## config.mk

```make
export PLATFORM = sky130hd
export DESIGN_NAME = pipe_hazard_scoreboard_flat
export DESIGN_NICKNAME = d
export VERILOG_FILES = /design/src/rtl/pipe_hazard_scoreboard_pkg.sv /design/src/rtl/pipe_hazard_scoreboard_if.sv /design/src/rtl/pipe_hazard_scoreboard_tag_shift.sv /design/src/rtl/pipe_hazard_scoreboard.sv /design/src/flat_wrapper.sv
export SDC_FILE = /design/constraint.sdc
export NUM_CORES = 1
export LEC_CHECK = 0
export BUFFER_PORTS_ARGS = -buffer_cell sky130_fd_sc_hd__buf_4
export CAP_MARGIN = 10
export CORE_ASPECT_RATIO = 1.4
export CORE_MARGIN = 2
export CORE_UTILIZATION = 50
export CTS_CLUSTER_DIAMETER = 200
export DETAILED_ROUTE_END_ITERATION = 16
export GPL_TIMING_DRIVEN = 0
export HOLD_SLACK_MARGIN = 0.15
export PLACE_DENSITY = 0.71
export SYNTH_ARGS = -nofsm -noshare
export SYNTH_HDL_FRONTEND = slang
export SYNTH_SLANG_ARGS = --single-unit
```

## constraint.sdc

```tcl
create_clock -name clk -period 4.9 [get_ports clk]
set_input_delay 0.49 -clock clk [delete_from_list [all_inputs] [get_ports clk]]
set_output_delay 0.49 -clock clk [all_outputs]
set_load 0.05 [all_outputs]
```

## src/rtl/pipe_hazard_scoreboard_pkg.sv

```systemverilog
// Shared types and constants for the pipeline hazard scoreboard: the per-stage
// destination tag entry, forwarding-select encoding and default latencies.
package mips_pipe_pkg;

   localparam int RAW_MAX      = 8;
   localparam int RDYW         = 4;
   localparam int FWD_REGFILE  = 0;
   localparam int LOAD_LAT_DEF = 1;
   localparam int ALU_LAT_DEF  = 0;

   typedef struct packed {
      logic                valid;
      logic [RAW_MAX-1:0]  rd;
      logic                reg_write;
      logic [RDYW-1:0]     ready_stage;
      logic [RAW_MAX-1:0]  rs;
      logic [RAW_MAX-1:0]  rt;
      logic                use_rs;
      logic                use_rt;
   } stage_entry_t;

   // An entry produces a source only if it really writes a nonzero register the reader uses
   function automatic logic produces(input stage_entry_t e,
                                     input logic [RAW_MAX-1:0] src,
                                     input logic use_src);
      return e.valid && e.reg_write && use_src && (e.rd == src) && (e.rd != '0);
   endfunction

endpackage

```

## src/rtl/pipe_hazard_scoreboard_if.sv

```systemverilog
// ID-side bundle of the hazard scoreboard: decoded ID fields and flush in,
// hold/bubble/forward selects and the stall counter out.
interface pipe_hazard_scoreboard_if #(
   parameter int NSTAGE = 3,
   parameter int RAW    = 5,
   parameter int CNTW   = 32
) ();
   localparam int FW = (NSTAGE > 1) ? $clog2(NSTAGE) : 1;

   logic            id_valid;
   logic [RAW-1:0]  id_rs;
   logic [RAW-1:0]  id_rt;
   logic            id_use_rs;
   logic            id_use_rt;
   logic [RAW-1:0]  id_rd;
   logic            id_reg_write;
   logic            id_mem_read;
   logic            flush;
   logic            stall;
   logic            bubble;
   logic [FW-1:0]   fwd_a;
   logic [FW-1:0]   fwd_b;
   logic [CNTW-1:0] stall_count;

   modport master (
      output id_valid, id_rs, id_rt, id_use_rs, id_use_rt, id_rd,
             id_reg_write, id_mem_read, flush,
      input  stall, bubble, fwd_a, fwd_b, stall_count
   );

   modport slave (
      input  id_valid, id_rs, id_rt, id_use_rs, id_use_rt, id_rd,
             id_reg_write, id_mem_read, flush,
      output stall, bubble, fwd_a, fwd_b, stall_count
   );
endinterface

```

## src/rtl/pipe_hazard_scoreboard_tag_shift.sv

```systemverilog
// Shift register of destination-tag entries, one per post-ID stage; stage 0
// takes either the ID entry or an invalid bubble.
module pipe_tag_shift
   import mips_pipe_pkg::*;
#(
   parameter int NSTAGE = 3
) (
   input  logic         clk,
   input  logic         rst,
   input  logic         load,
   input  stage_entry_t in_entry,
   output stage_entry_t entries [NSTAGE]
);

   always_ff @(posedge clk) begin
      if (rst) begin
         for (int k = 0; k < NSTAGE; k++) entries[k] <= '0;
      end else begin
         entries[0] <= load ? in_entry : '0;
         for (int k = 1; k < NSTAGE; k++) entries[k] <= entries[k-1];
      end
   end

endmodule

```

## src/rtl/pipe_hazard_scoreboard.sv

```systemverilog
// Parametrised hazard detection and forwarding unit beside the ID stage:
// tracks in-flight destination tags and produces stall, bubble and forward selects.
module pipe_hazard_scoreboard
   import mips_pipe_pkg::*;
#(
   parameter int NSTAGE   = 3,
   parameter int RAW      = 5,
   parameter int LOAD_LAT = LOAD_LAT_DEF,
   parameter int ALU_LAT  = ALU_LAT_DEF,
   parameter int FWD_EN   = 1,
   parameter int CNTW     = 32
) (
   input logic                     clk,
   input logic                     rst,
   pipe_hazard_scoreboard_if.slave bus
);

   localparam int FW = (NSTAGE > 1) ? $clog2(NSTAGE) : 1;

   stage_entry_t       id_entry;
   stage_entry_t       entries [NSTAGE];
   logic [RAW_MAX-1:0] id_rs_x;
   logic [RAW_MAX-1:0] id_rt_x;
   logic [NSTAGE-1:0]  hazard;
   logic [NSTAGE-1:0]  fhit_rs;
   logic [NSTAGE-1:0]  fhit_rt;
   logic               stall;
   logic               load;
   logic [FW-1:0]      fwd_a;
   logic [FW-1:0]      fwd_b;
   logic [CNTW-1:0]    count;

   assign id_rs_x = RAW_MAX'(bus.id_rs);
   assign id_rt_x = RAW_MAX'(bus.id_rt);

   always_comb begin
      id_entry             = '0;
      id_entry.valid       = bus.id_valid;
      id_entry.rd          = RAW_MAX'(bus.id_rd);
      id_entry.reg_write   = bus.id_reg_write;
      id_entry.ready_stage = bus.id_mem_read ? RDYW'(LOAD_LAT) : RDYW'(ALU_LAT);
      id_entry.rs          = id_rs_x;
      id_entry.rt          = id_rt_x;
      id_entry.use_rs      = bus.id_use_rs;
      id_entry.use_rt      = bus.id_use_rt;
   end

   assign load = bus.id_valid && !stall && !bus.flush;

   pipe_tag_shift #(.NSTAGE(NSTAGE)) u_tags (
      .clk      (clk),
      .rst      (rst),
      .load     (load),
      .in_entry (id_entry),
      .entries  (entries)
   );

   // Without forwarding a producer is only safe once it sits in the last (write-back) stage
   for (genvar k = 0; k < NSTAGE; k++) begin : g_stage
      logic hit;
      assign hit = produces(entries[k], id_rs_x, bus.id_use_rs)
                 | produces(entries[k], id_rt_x, bus.id_use_rt);
      if (FWD_EN != 0) begin : g_fwd
         assign hazard[k] = hit && (32'(k) < 32'(entries[k].ready_stage));
      end else begin : g_nofwd
         assign hazard[k] = hit && (k <= NSTAGE - 2);
      end
      if (k == 0) begin : g_ex
         assign fhit_rs[k] = 1'b0;
         assign fhit_rt[k] = 1'b0;
      end else begin : g_later
         assign fhit_rs[k] = produces(entries[k], entries[0].rs, entries[0].use_rs);
         assign fhit_rt[k] = produces(entries[k], entries[0].rt, entries[0].use_rt);
      end
   end

   assign stall = bus.id_valid && !bus.flush && (|hazard);

   // Scan from the oldest stage down so the youngest matching producer wins
   always_comb begin
      fwd_a = FW'(FWD_REGFILE);
      fwd_b = FW'(FWD_REGFILE);
      if (FWD_EN != 0 && entries[0].valid) begin
         for (int k = NSTAGE - 1; k >= 1; k--) begin
            if (fhit_rs[k]) fwd_a = FW'(k);
            if (fhit_rt[k]) fwd_b = FW'(k);
         end
      end
   end

   always_ff @(posedge clk) begin
      if (rst) begin
         count <= '0;
      end else if (stall && (count != '1)) begin
         count <= count + 1'b1;
      end
   end

   assign bus.stall       = stall;
   assign bus.bubble      = stall || bus.flush;
   assign bus.fwd_a       = fwd_a;
   assign bus.fwd_b       = fwd_b;
   assign bus.stall_count = count;

endmodule

```

## src/flat_wrapper.sv

```systemverilog
// flat-port wrapper written by rule: the top's interface ports become plain ports
module pipe_hazard_scoreboard_flat import mips_pipe_pkg::*;
#(
   parameter int NSTAGE   = 3,
   parameter int RAW      = 5,
   parameter int LOAD_LAT = LOAD_LAT_DEF,
   parameter int ALU_LAT  = ALU_LAT_DEF,
   parameter int FWD_EN   = 1,
   parameter int CNTW     = 32
)
  (clk, rst, bus_id_valid, bus_id_rs, bus_id_rt, bus_id_use_rs, bus_id_use_rt, bus_id_rd, bus_id_reg_write, bus_id_mem_read, bus_flush, bus_stall, bus_bubble, bus_fwd_a, bus_fwd_b, bus_stall_count);
  pipe_hazard_scoreboard_if #(.NSTAGE(NSTAGE), .RAW(RAW), .CNTW(CNTW)) bus_i ();
  input logic clk;
  input logic rst;
  input wire logic [$bits(bus_i.id_valid)-1:0] bus_id_valid;
  input wire logic [$bits(bus_i.id_rs)-1:0] bus_id_rs;
  input wire logic [$bits(bus_i.id_rt)-1:0] bus_id_rt;
  input wire logic [$bits(bus_i.id_use_rs)-1:0] bus_id_use_rs;
  input wire logic [$bits(bus_i.id_use_rt)-1:0] bus_id_use_rt;
  input wire logic [$bits(bus_i.id_rd)-1:0] bus_id_rd;
  input wire logic [$bits(bus_i.id_reg_write)-1:0] bus_id_reg_write;
  input wire logic [$bits(bus_i.id_mem_read)-1:0] bus_id_mem_read;
  input wire logic [$bits(bus_i.flush)-1:0] bus_flush;
  output wire logic [$bits(bus_i.stall)-1:0] bus_stall;
  output wire logic [$bits(bus_i.bubble)-1:0] bus_bubble;
  output wire logic [$bits(bus_i.fwd_a)-1:0] bus_fwd_a;
  output wire logic [$bits(bus_i.fwd_b)-1:0] bus_fwd_b;
  output wire logic [$bits(bus_i.stall_count)-1:0] bus_stall_count;
  assign bus_i.id_valid = bus_id_valid;
  assign bus_i.id_rs = bus_id_rs;
  assign bus_i.id_rt = bus_id_rt;
  assign bus_i.id_use_rs = bus_id_use_rs;
  assign bus_i.id_use_rt = bus_id_use_rt;
  assign bus_i.id_rd = bus_id_rd;
  assign bus_i.id_reg_write = bus_id_reg_write;
  assign bus_i.id_mem_read = bus_id_mem_read;
  assign bus_i.flush = bus_flush;
  assign bus_stall = bus_i.stall;
  assign bus_bubble = bus_i.bubble;
  assign bus_fwd_a = bus_i.fwd_a;
  assign bus_fwd_b = bus_i.fwd_b;
  assign bus_stall_count = bus_i.stall_count;
  pipe_hazard_scoreboard #(.NSTAGE(NSTAGE), .RAW(RAW), .LOAD_LAT(LOAD_LAT), .ALU_LAT(ALU_LAT), .FWD_EN(FWD_EN), .CNTW(CNTW)) u_core (.clk(clk), .rst(rst), .bus(bus_i));
endmodule
```

==> flow_summary.ini <==
[status]
outcome = finished clean

[floorplanning]
die_y_microns = 94.8
pin_count = 61
dieArea_sq_um = 6530
die_w_microns = 68.9
rows = 33
initial_utilization_pct = 50.9
core_area_sq_um = 5780

[critical_path]
cp.arrival_ns = 2.95
crit_path_start_kind = flop
r2r_setup_slack_ns = 2.17
crit_type = reg2reg
critPathRequiredTime_ns = 5.11
cp_max_fo = 10
cp-end-kind = flop

[clocking]
clock_path_buffers = 2
clock_sink_count = 66
clkLatencyLatePin_ns = 0.34
clk_pin_slew_ns = 0.07
ctsResizeCount = 0
htree_levels = 3
cts_setup_buffers = 0
cts_tree = yes
postCtsHoldBufs = 0
numCtsBuffers = 9
clockRootBuffer = clkbuf_8

[power_and_ir_drop]
seq_power_share_pct = 49.8
p_comb_share_pct = 4.7
ir_drop_uv = 234
switchingPower_w = 0.000244
p_int_w = 0.000857
p_leak_nw = 1.41
p_sw_share_pct = 22.2
p_clk_share_pct = 45.5
cellPowerDensity_nw_per_um2 = 298

[layout]
area_delta_synth_final_pct = 25.7
final_common_cell = dfxtp_1
multi_input_area_sq_um = 1530
drive_gt1_share_pct = 21.4
layout_common_cells = 66 x dfxtp_1, 61 x buf_4, 24 x xnor2_1
seq_area_sq_um = 1320
antenna_cells = 0
nets = 420
finalNonFillerCells = 471
fillCellCount = 502

[synth]
synthCells = 325
yosys.area.top_type = dfxtp_1
synth_nets = 349
synth_seq_cells = 66
synth.avg_cell_area_sq_um = 9.06
ys.flop_type = dfxtp_1
synth_area_sq_um = 2940
synth_warnings = 0
synth-seq-area-share_pct = 44.9
synth_edf_count = 0
yosysUniqueCellTypes = 40
ys_async_sr_fraction_pct = 0
synth_top_area_share_pct = 44.9
synthTopCellsByArea = dfxtp_1 45%, xnor2_1 7.1%, and2_1 4.5%

[grt]
grt_busiest_layer = met2
grt_pass1_wl_mm = 11.2
use_met3_pct = 7.39
grt_use_met1_pct = 25.1
grt_util_met2_pct = 41.7
antenna_found_initial = 0
first_global_vias = 2400
grtUsageTotal_pct = 23.5
grt_overflow = 0
grt_start_max_net_pins = 13

[drt]
drt-pass1-iter-count = 4
ant_nets = 0
drt_iter0_markers = 85
routed_wl_mm = 6.95
dr_total_vias = 2525
wl_per_cell_microns = 14.8
drc_errors = 0
vias_per_cell = 5.36

[sta]
tightest_slew_ns = 0.620
finalHoldViolCount = 0
setup_viol = 0
skew_ns = 0.00628
setup-tns-final_ns = 0
rsz0062_at_grt = no
fmax_mhz = 366
layout_min_cycle_time_ns = 2.73
finalMaxSlewViolations = 0
maxSlewHeadroom_pct = 58.3
finalCritPeriodShare_pct = 55.8

[worst_hold_path]
hold_path.class = in2reg

[job]
maxCapViolCount = 0

[place]
place_inst = 455
dp_hpwl_mm = 5.33
gp_congestion = 0.804
port_buffers = 60
[critical path, stage by stage (launching register included)]
cell	delay, ns
dfxtp_1	0.41
ha_1	0.25
nand4_2	0.21
nor4_2	0.62
nand3_1	0.29
nand3_2	0.23
buf_4	0.20
buf_6	0.16
mux2i_1	0.19
nor2_1	0.05
[power groups by stage]
stage | registers [W] | logic (W) | clock network (W)
finish | 0.000548 | 0.0000520 | 0.000501
global route | 0.000549 | 0.0000565 | 0.000534
CTS | 0.000548 | 0.0000526 | 0.000507
detailed placement | 0.000561 | 0.0000523 | 0
global placement | 0.000561 | 0.0000517 | 0
floorplan | 0.000559 | 0.0000272 | 0
[through the flow]
| step | hold WS, ns | setup WS, ns | total power (W) | instance area, sq um | util [%] |
|---|---|---|---|---|---|
| after floorplan | 0.438 | 2.19 | 0.000586 | 2940 | - |
| after global placement | 0.448 | 2.21 | 0.000612 | 3480 | 60.2 |
| after detailed placement | 0.463 | 2.17 | 0.000613 | 3480 | 60.2 |
| after CTS | 0.337 | 2.14 | 0.00111 | 3700 | 64.0 |
| after global routing | 0.335 | 1.93 | 0.00114 | 3700 | 64.0 |
| final | 0.345 | 2.17 | 0.00110 | 3700 | 64.0 |
[path summary, 6_finish.rpt]
kind	startpoint	end	cells after the start
hold / removal	bus_id_reg_write	u_core.u_tags.entries[86]$_SDFF_PP0_	2
setup / recovery	u_core.bus.stall_count[0]$_SDFFE_PP0P_	u_core.bus.stall_count[1]$_SDFFE_PP0P_	9
hold reg to reg	u_core.u_tags.entries[54]$_SDFF_PP0_	u_core.u_tags.entries[22]$_SDFF_PP0_	1
setup reg to reg	u_core.bus.stall_count[0]$_SDFFE_PP0P_	u_core.bus.stall_count[1]$_SDFFE_PP0P_	9
[Yosys cell counts, drive strengths merged (4+ instances only)]
| library cell | count |
|---|---|
| dfxtp | 66 |
| xnor2 | 24 |
| and2 | 21 |
| a21oi | 19 |
| nand2 | 19 |
| or3 | 18 |
| nand3 | 17 |
| o21ai | 17 |
| nand4 | 16 |
| nor2b | 16 |
| nor2 | 15 |
| xor2 | 13 |
| inv | 12 |
| or4 | 9 |
| clkbuf | 7 |
| nor3 | 6 |
| nor4 | 5 |
| o31ai | 4 |
[kinds of logic after synthesis]
kind of cell / synth area share (%)
compound gates: 9.90
xor+xnor: 11.0
fa+ha+maj: 0.425
buf+inv: 3.06
flops: 44.9
mux: 1.10
simple gates: 29.6
[metal layers]
layer / vias up / part of all wire, %
met5: - / 0
met4: 0 / 2.5
met3: 16 / 4.6
met2: 58 / 53
met1: 1163 / 40
li1: 1288 / -
[cell type report]
type                    instances  area share, %
clock buffers                  10           3.45
inverters                      12           1.22
well taps                      70           2.37
flip-flops and latches         66           35.7
plain buffers                   9           1.22
repair buffers                 60           12.2
multi-input cells             238           41.4
clock inverters                 6           2.47
[registers in the layout (all words and copies together) (netlist names)]
name / count
u_core.u_tags.entries: 34
u_core.bus.stall_count: 32
No activity file was read; power rests on OpenSTA's default activity.
